`config.mk`:
```
export PLATFORM = sky130hd
export DESIGN_NAME = line_buffer_window_ctrl
export DESIGN_NICKNAME = d
export VERILOG_FILES = /design/src/rtl/line_buffer_window_ctrl.sv
export SDC_FILE = /design/constraint.sdc
export NUM_CORES = 1
export LEC_CHECK = 0
export BUFFER_PORTS_ARGS = -buffer_cell sky130_fd_sc_hd__buf_2
export CORE_AREA = 8 8 131 109
export DETAILED_ROUTE_END_ITERATION = 8
export DIE_AREA = 0 0 139 117
export PLACE_DENSITY = 0.6
export SLEW_MARGIN = 25
export SYNTH_ARGS = -nofsm -noshare
export SYNTH_HDL_FRONTEND = slang
export SYNTH_SLANG_ARGS = --single-unit
```
`constraint.sdc`:
```
create_clock -name clk -period 5.27 [get_ports clk]
set_input_delay 0.2635 -clock clk [delete_from_list [all_inputs] [get_ports clk]]
set_output_delay 0.2635 -clock clk [all_outputs]
set_load 0.03 [all_outputs]
```
`src/rtl/line_buffer_window_ctrl.sv`:
```
// Raster window-valid controller for KERNELxKERNEL / STRIDE line buffers; outputs registered 1 cycle after the pixel.
// No backpressure: every input_valid pixel in an active frame is consumed; gaps stall the position counters.
module line_buffer_window_ctrl #(
  parameter int IMG_W  = 6,
  parameter int IMG_H  = 6,
  parameter int KERNEL = 3,
  parameter int STRIDE = 1,
  parameter int CW     = 11
) (
  input  logic          clk,
  input  logic          rst_n,
  input  logic          sof,
  input  logic          input_valid,
  output logic          output_valid,
  output logic [CW-1:0] out_row,
  output logic [CW-1:0] out_col,
  output logic          window_last,
  output logic          frame_done
);

  localparam int OUT_W = (IMG_W - KERNEL) / STRIDE + 1;
  localparam int OUT_H = (IMG_H - KERNEL) / STRIDE + 1;

  localparam logic [CW-1:0] ONE   = CW'(1);
  localparam logic [CW-1:0] K_M1  = CW'(KERNEL - 1);
  localparam logic [CW-1:0] W_M1  = CW'(IMG_W - 1);
  localparam logic [CW-1:0] H_M1  = CW'(IMG_H - 1);
  localparam logic [CW-1:0] S_M1  = CW'(STRIDE - 1);
  localparam logic [CW-1:0] OW    = CW'(OUT_W);
  localparam logic [CW-1:0] OH    = CW'(OUT_H);
  localparam logic [CW-1:0] OW_M1 = CW'(OUT_W - 1);
  localparam logic [CW-1:0] OH_M1 = CW'(OUT_H - 1);

  typedef enum logic [1:0] {IDLE, ACTIVE, DONE} state_t;

  state_t state, state_nxt;

  logic [CW-1:0] col, row, col_ph, row_ph, wcol, wrow;
  logic [CW-1:0] c_col, c_row, c_col_ph, c_row_ph, c_wcol, c_wrow;
  logic          accept, col_end, row_end, last_px;
  logic          col_hit, row_hit, qualify, is_last_win;

  function automatic logic [CW-1:0] ph_next(input logic [CW-1:0] ph);
    return (ph == S_M1) ? '0 : ph + ONE;
  endfunction

  // sof makes the pixel of the same cycle position (0,0), so work from cleared copies
  assign c_col    = sof ? '0 : col;
  assign c_row    = sof ? '0 : row;
  assign c_col_ph = sof ? '0 : col_ph;
  assign c_row_ph = sof ? '0 : row_ph;
  assign c_wcol   = sof ? '0 : wcol;
  assign c_wrow   = sof ? '0 : wrow;

  assign accept      = input_valid && (sof || state == ACTIVE);
  assign col_end     = (c_col == W_M1);
  assign row_end     = (c_row == H_M1);
  assign last_px     = accept && col_end && row_end;
  assign col_hit     = (c_col >= K_M1) && (c_col_ph == '0);
  assign row_hit     = (c_row >= K_M1) && (c_row_ph == '0);
  assign qualify     = accept && col_hit && row_hit && (c_wcol < OW) && (c_wrow < OH);
  assign is_last_win = (c_wcol == OW_M1) && (c_wrow == OH_M1);

  always_ff @(posedge clk) begin
    if (!rst_n) state <= IDLE;
    else        state <= state_nxt;
  end

  always_comb begin
    state_nxt = state;
    if (sof)     state_nxt = ACTIVE;
    if (last_px) state_nxt = DONE;
  end

  always_ff @(posedge clk) begin
    if (!rst_n) begin
      col    <= '0;
      row    <= '0;
      col_ph <= '0;
      row_ph <= '0;
      wcol   <= '0;
      wrow   <= '0;
    end else if (sof || accept) begin
      col    <= c_col;
      row    <= c_row;
      col_ph <= c_col_ph;
      row_ph <= c_row_ph;
      wcol   <= c_wcol;
      wrow   <= c_wrow;
      if (accept) begin
        if (col_end) begin
          col    <= '0;
          col_ph <= '0;
          wcol   <= '0;
          row    <= c_row + ONE;
          if (c_row >= K_M1) row_ph <= ph_next(c_row_ph);
          if (row_hit)       wrow   <= c_wrow + ONE;
        end else begin
          col <= c_col + ONE;
          if (c_col >= K_M1) col_ph <= ph_next(c_col_ph);
          if (col_hit)       wcol   <= c_wcol + ONE;
        end
      end
    end
  end

  always_ff @(posedge clk) begin
    if (!rst_n) begin
      output_valid <= 1'b0;
      window_last  <= 1'b0;
      frame_done   <= 1'b0;
      out_row      <= '0;
      out_col      <= '0;
    end else begin
      output_valid <= qualify;
      window_last  <= qualify && is_last_win;
      frame_done   <= last_px;
      if (qualify) begin
        out_row <= c_wrow;
        out_col <= c_wcol;
      end
    end
  end

endmodule
```
==> reports/qor.txt <==
cts hold-fix bufs: 0
post-route cell area: 5280 um^2
chip height: 117 um
Filler Cell Count: 1209
CP Launch Point: sof
Rows: 37
Max-cap violations: 0
initial core utilization: 38.4%
nets: 604
Post-CTS Resized: 0
largest net degree at the start of global routing: 35
status: completed
CP required: 5.51 ns
Ports: 29
dpl ws: 1.44 ns
die area: 16300 um^2
RSZ-0062 raised after global routing: no
Critical Path Fanout Max: 34
number of buffers created by CTS: 9
area grow syn2layout: 11.7%
Setup crit end kind: register
Via density: 5.78
core area: 12300 um^2
Leak: 1.90 nW
worst slew pin tran: 0.828 ns
Synthesized Nets: 585
clock slew at reported path FFs: 0.07 ns
crit path DAT: 3.78 ns
initial antenna violation count: 0
share of cells above drive strength 1: 9.78%
relative slew slack: 44.8%
Ant. Diodes: 0
crit path buf inv count: 2
#FFs+latches synth: 93
asr flop ratio synth: 0%
Max Root-Sink Buffers: 2
DRC: 0
Main synth FF type: dfxtp_1
final setup fails: 0
grt ovf: 0
worst skew pair latency: 0.34 ns
fmax: 282 MHz
post-synthesis sequential area ratio: 39.4%
worst-path cell with the longest stage delay: or3_1
Fin Setup TNS: 0 ns
Synth Warn #: 0
port bufs: 28
H-tree depth: 3
Crit Path Class: in -> reg
Max VDD drop: 184 uV
number of flops mapped to enable cells by yosys: 0
Fin. Hold Viols: 0
Worst Setup Start Kind: primary input
Vias: 4327
Placer Congestion: 0.842
post-route ant nets: 0
Post-Place Cell Area: 5010 um^2
reg2reg start: col[3]$_SDFFE_PN0P_
Tcrit/Tclk final: 67.2%
critical hold path startpoint: rst_n
routed length per placed instance: 16.2 um
Slowest Stage Delay on Critical Path: 0.62 ns
Setup Fix Bufs, Post-CTS: 0
mean post-synth cell area: 8.31 um^2
first-pass GRT wire length: 20.1 mm
root buffer cell: clkbuf_16
Distinct cells, synth: 62
Min-Delay Path Class: in -> reg
Period minus WS final: 3.54 ns
max-slew violations: 0
die width: 139 um
final worst slack: 1.73 ns
vias in the first global route: 4153
total routed wirelength: 12.1 mm
initial DRC count: 265
CTS tree: done
synthesized area: 4730 um^2
number of iterations in the first detailed-routing pass: 6
Pwr per Cell Area: 257 nW/um^2
clk_skew: 0.00900 ns
CTS sink cnt: 93
cells after synthesis: 569
hpwl dp: 8.40 mm
GRT Total Usage: 15.1%
Cell Chain, Critical Path: buf_2 -> clkinv_1 -> nand2_1 -> ha_1 -> or4b_4 -> o41ai_2 -> a32oi_2 -> or3_1 -> nor4_1
Largest delay share family, worst path: simple AND/OR/NAND/NOR gates
-- routing by layer --
layer	part of all wire (%)	track usage (%)	up-vias
li1	-	-	2125
met1	49	19.0	2105
met2	46	25.4	75
met3	4.0	3.57	22
met4	1.8	4.45	0
met5	0	0	-
-- power by group --
group / internal [W] / total [W] / switching, W / leakage (nW)
clock network: 0.000332 / 0.000602 / 0.000271 / 0.136
logic: 0.0000105 / 0.0000520 / 0.0000414 / 1.01
registers: 0.000704 / 0.000705 / 0.000000726 / 0.749
-- flip-flops by register name, indices dropped and copies added, names as in the netlist, 2 cells and up --
register  flops
row          11
col          11
col_ph       11
state         2
wrow         11
out_col      11
wcol         11
row_ph       11
out_row      11
-- layout make-up --
class                           instances  area [um^2]  area share, %
Tap cell                              156          195           3.69
Sequential cell                        93         1860           35.2
Multi-Input combinational cell        426         2680           50.7
Clock inverter                          4         23.8          0.450
Clock buffer                           12          246           4.67
Timing Repair Buffer                   35          193           3.65
Inverter                               23         86.3           1.63
-- synthesized netlist by cell type, types with 13 or more instances --
master	instances	area [um^2]
dfxtp_1	93	1860
nand2_1	57	214
a21oi_1	39	195
nor2_1	38	143
nor2b_1	28	175
and2_1	24	150
clkbuf_1	22	82.6
inv_1	22	82.6
nand4_1	22	138
nand3_1	20	100
o21ai_0	20	100
or4_1	16	120
xnor2_1	14	123
o31ai_1	13	97.6
-- path summary, 6_finish.rpt --
path	endpoint	slack [ns]	cells after the start
max reg2reg	wrow[9]$_SDFFE_PN0P_	2.10	5
min	state[1]$_SDFFE_PN0P_	0.45	2
max	window_last$_SDFF_PN0_	1.73	9
min reg2reg	out_col[6]$_SDFFE_PN0P_	0.45	1
-- per-stage QoR --
step	utilization [%]	instances	hold slack, ns	power (W)
CTS	42.9	749	0.436	0.00137
global placement	40.7	733	0.436	0.000771
detailed placement	40.7	733	0.439	0.000772
floorplan	-	569	0.443	0.000753
finish	42.9	749	0.450	0.00136
global route	42.9	749	0.466	0.00140
-- cell usage in the layout, fill, tap and decap left out, types with 9 or more instances in the layout --
cell | synthesis | routed
o211ai_1 | 9 | 9
nand4_1 | 22 | 22
or3_1 | 12 | 12
o31ai_1 | 13 | 13
buf_2 | 3 | 28
xnor2_1 | 14 | 14
or4_1 | 16 | 16
a21oi_1 | 39 | 39
ha_1 | 12 | 12
nor2_1 | 38 | 38
nor4_1 | 12 | 12
o21ai_0 | 20 | 19
clkbuf_16 | 0 | 9
inv_1 | 22 | 22
dfxtp_1 | 93 | 93
and2_1 | 24 | 24
nand3_1 | 20 | 20
nor2b_1 | 28 | 28
nor3_1 | 9 | 9
nand2_1 | 57 | 57
-- cells by family (layout without fill, tap and decap cells) --
logic type	after synthesis	after routing	share of synthesized area (%)
xor gates and xnor gates	19	19	3.52
muxes	6	6	1.27
DFF	93	93	39.4
adders and majority gates	12	12	3.17
and+or+nand+nor	272	272	32.3
buffers and inverters	50	74	4.05
AOI/OAI and AO/OA	117	117	16.3
Note: power is estimated with default switching activity, not from simulation.
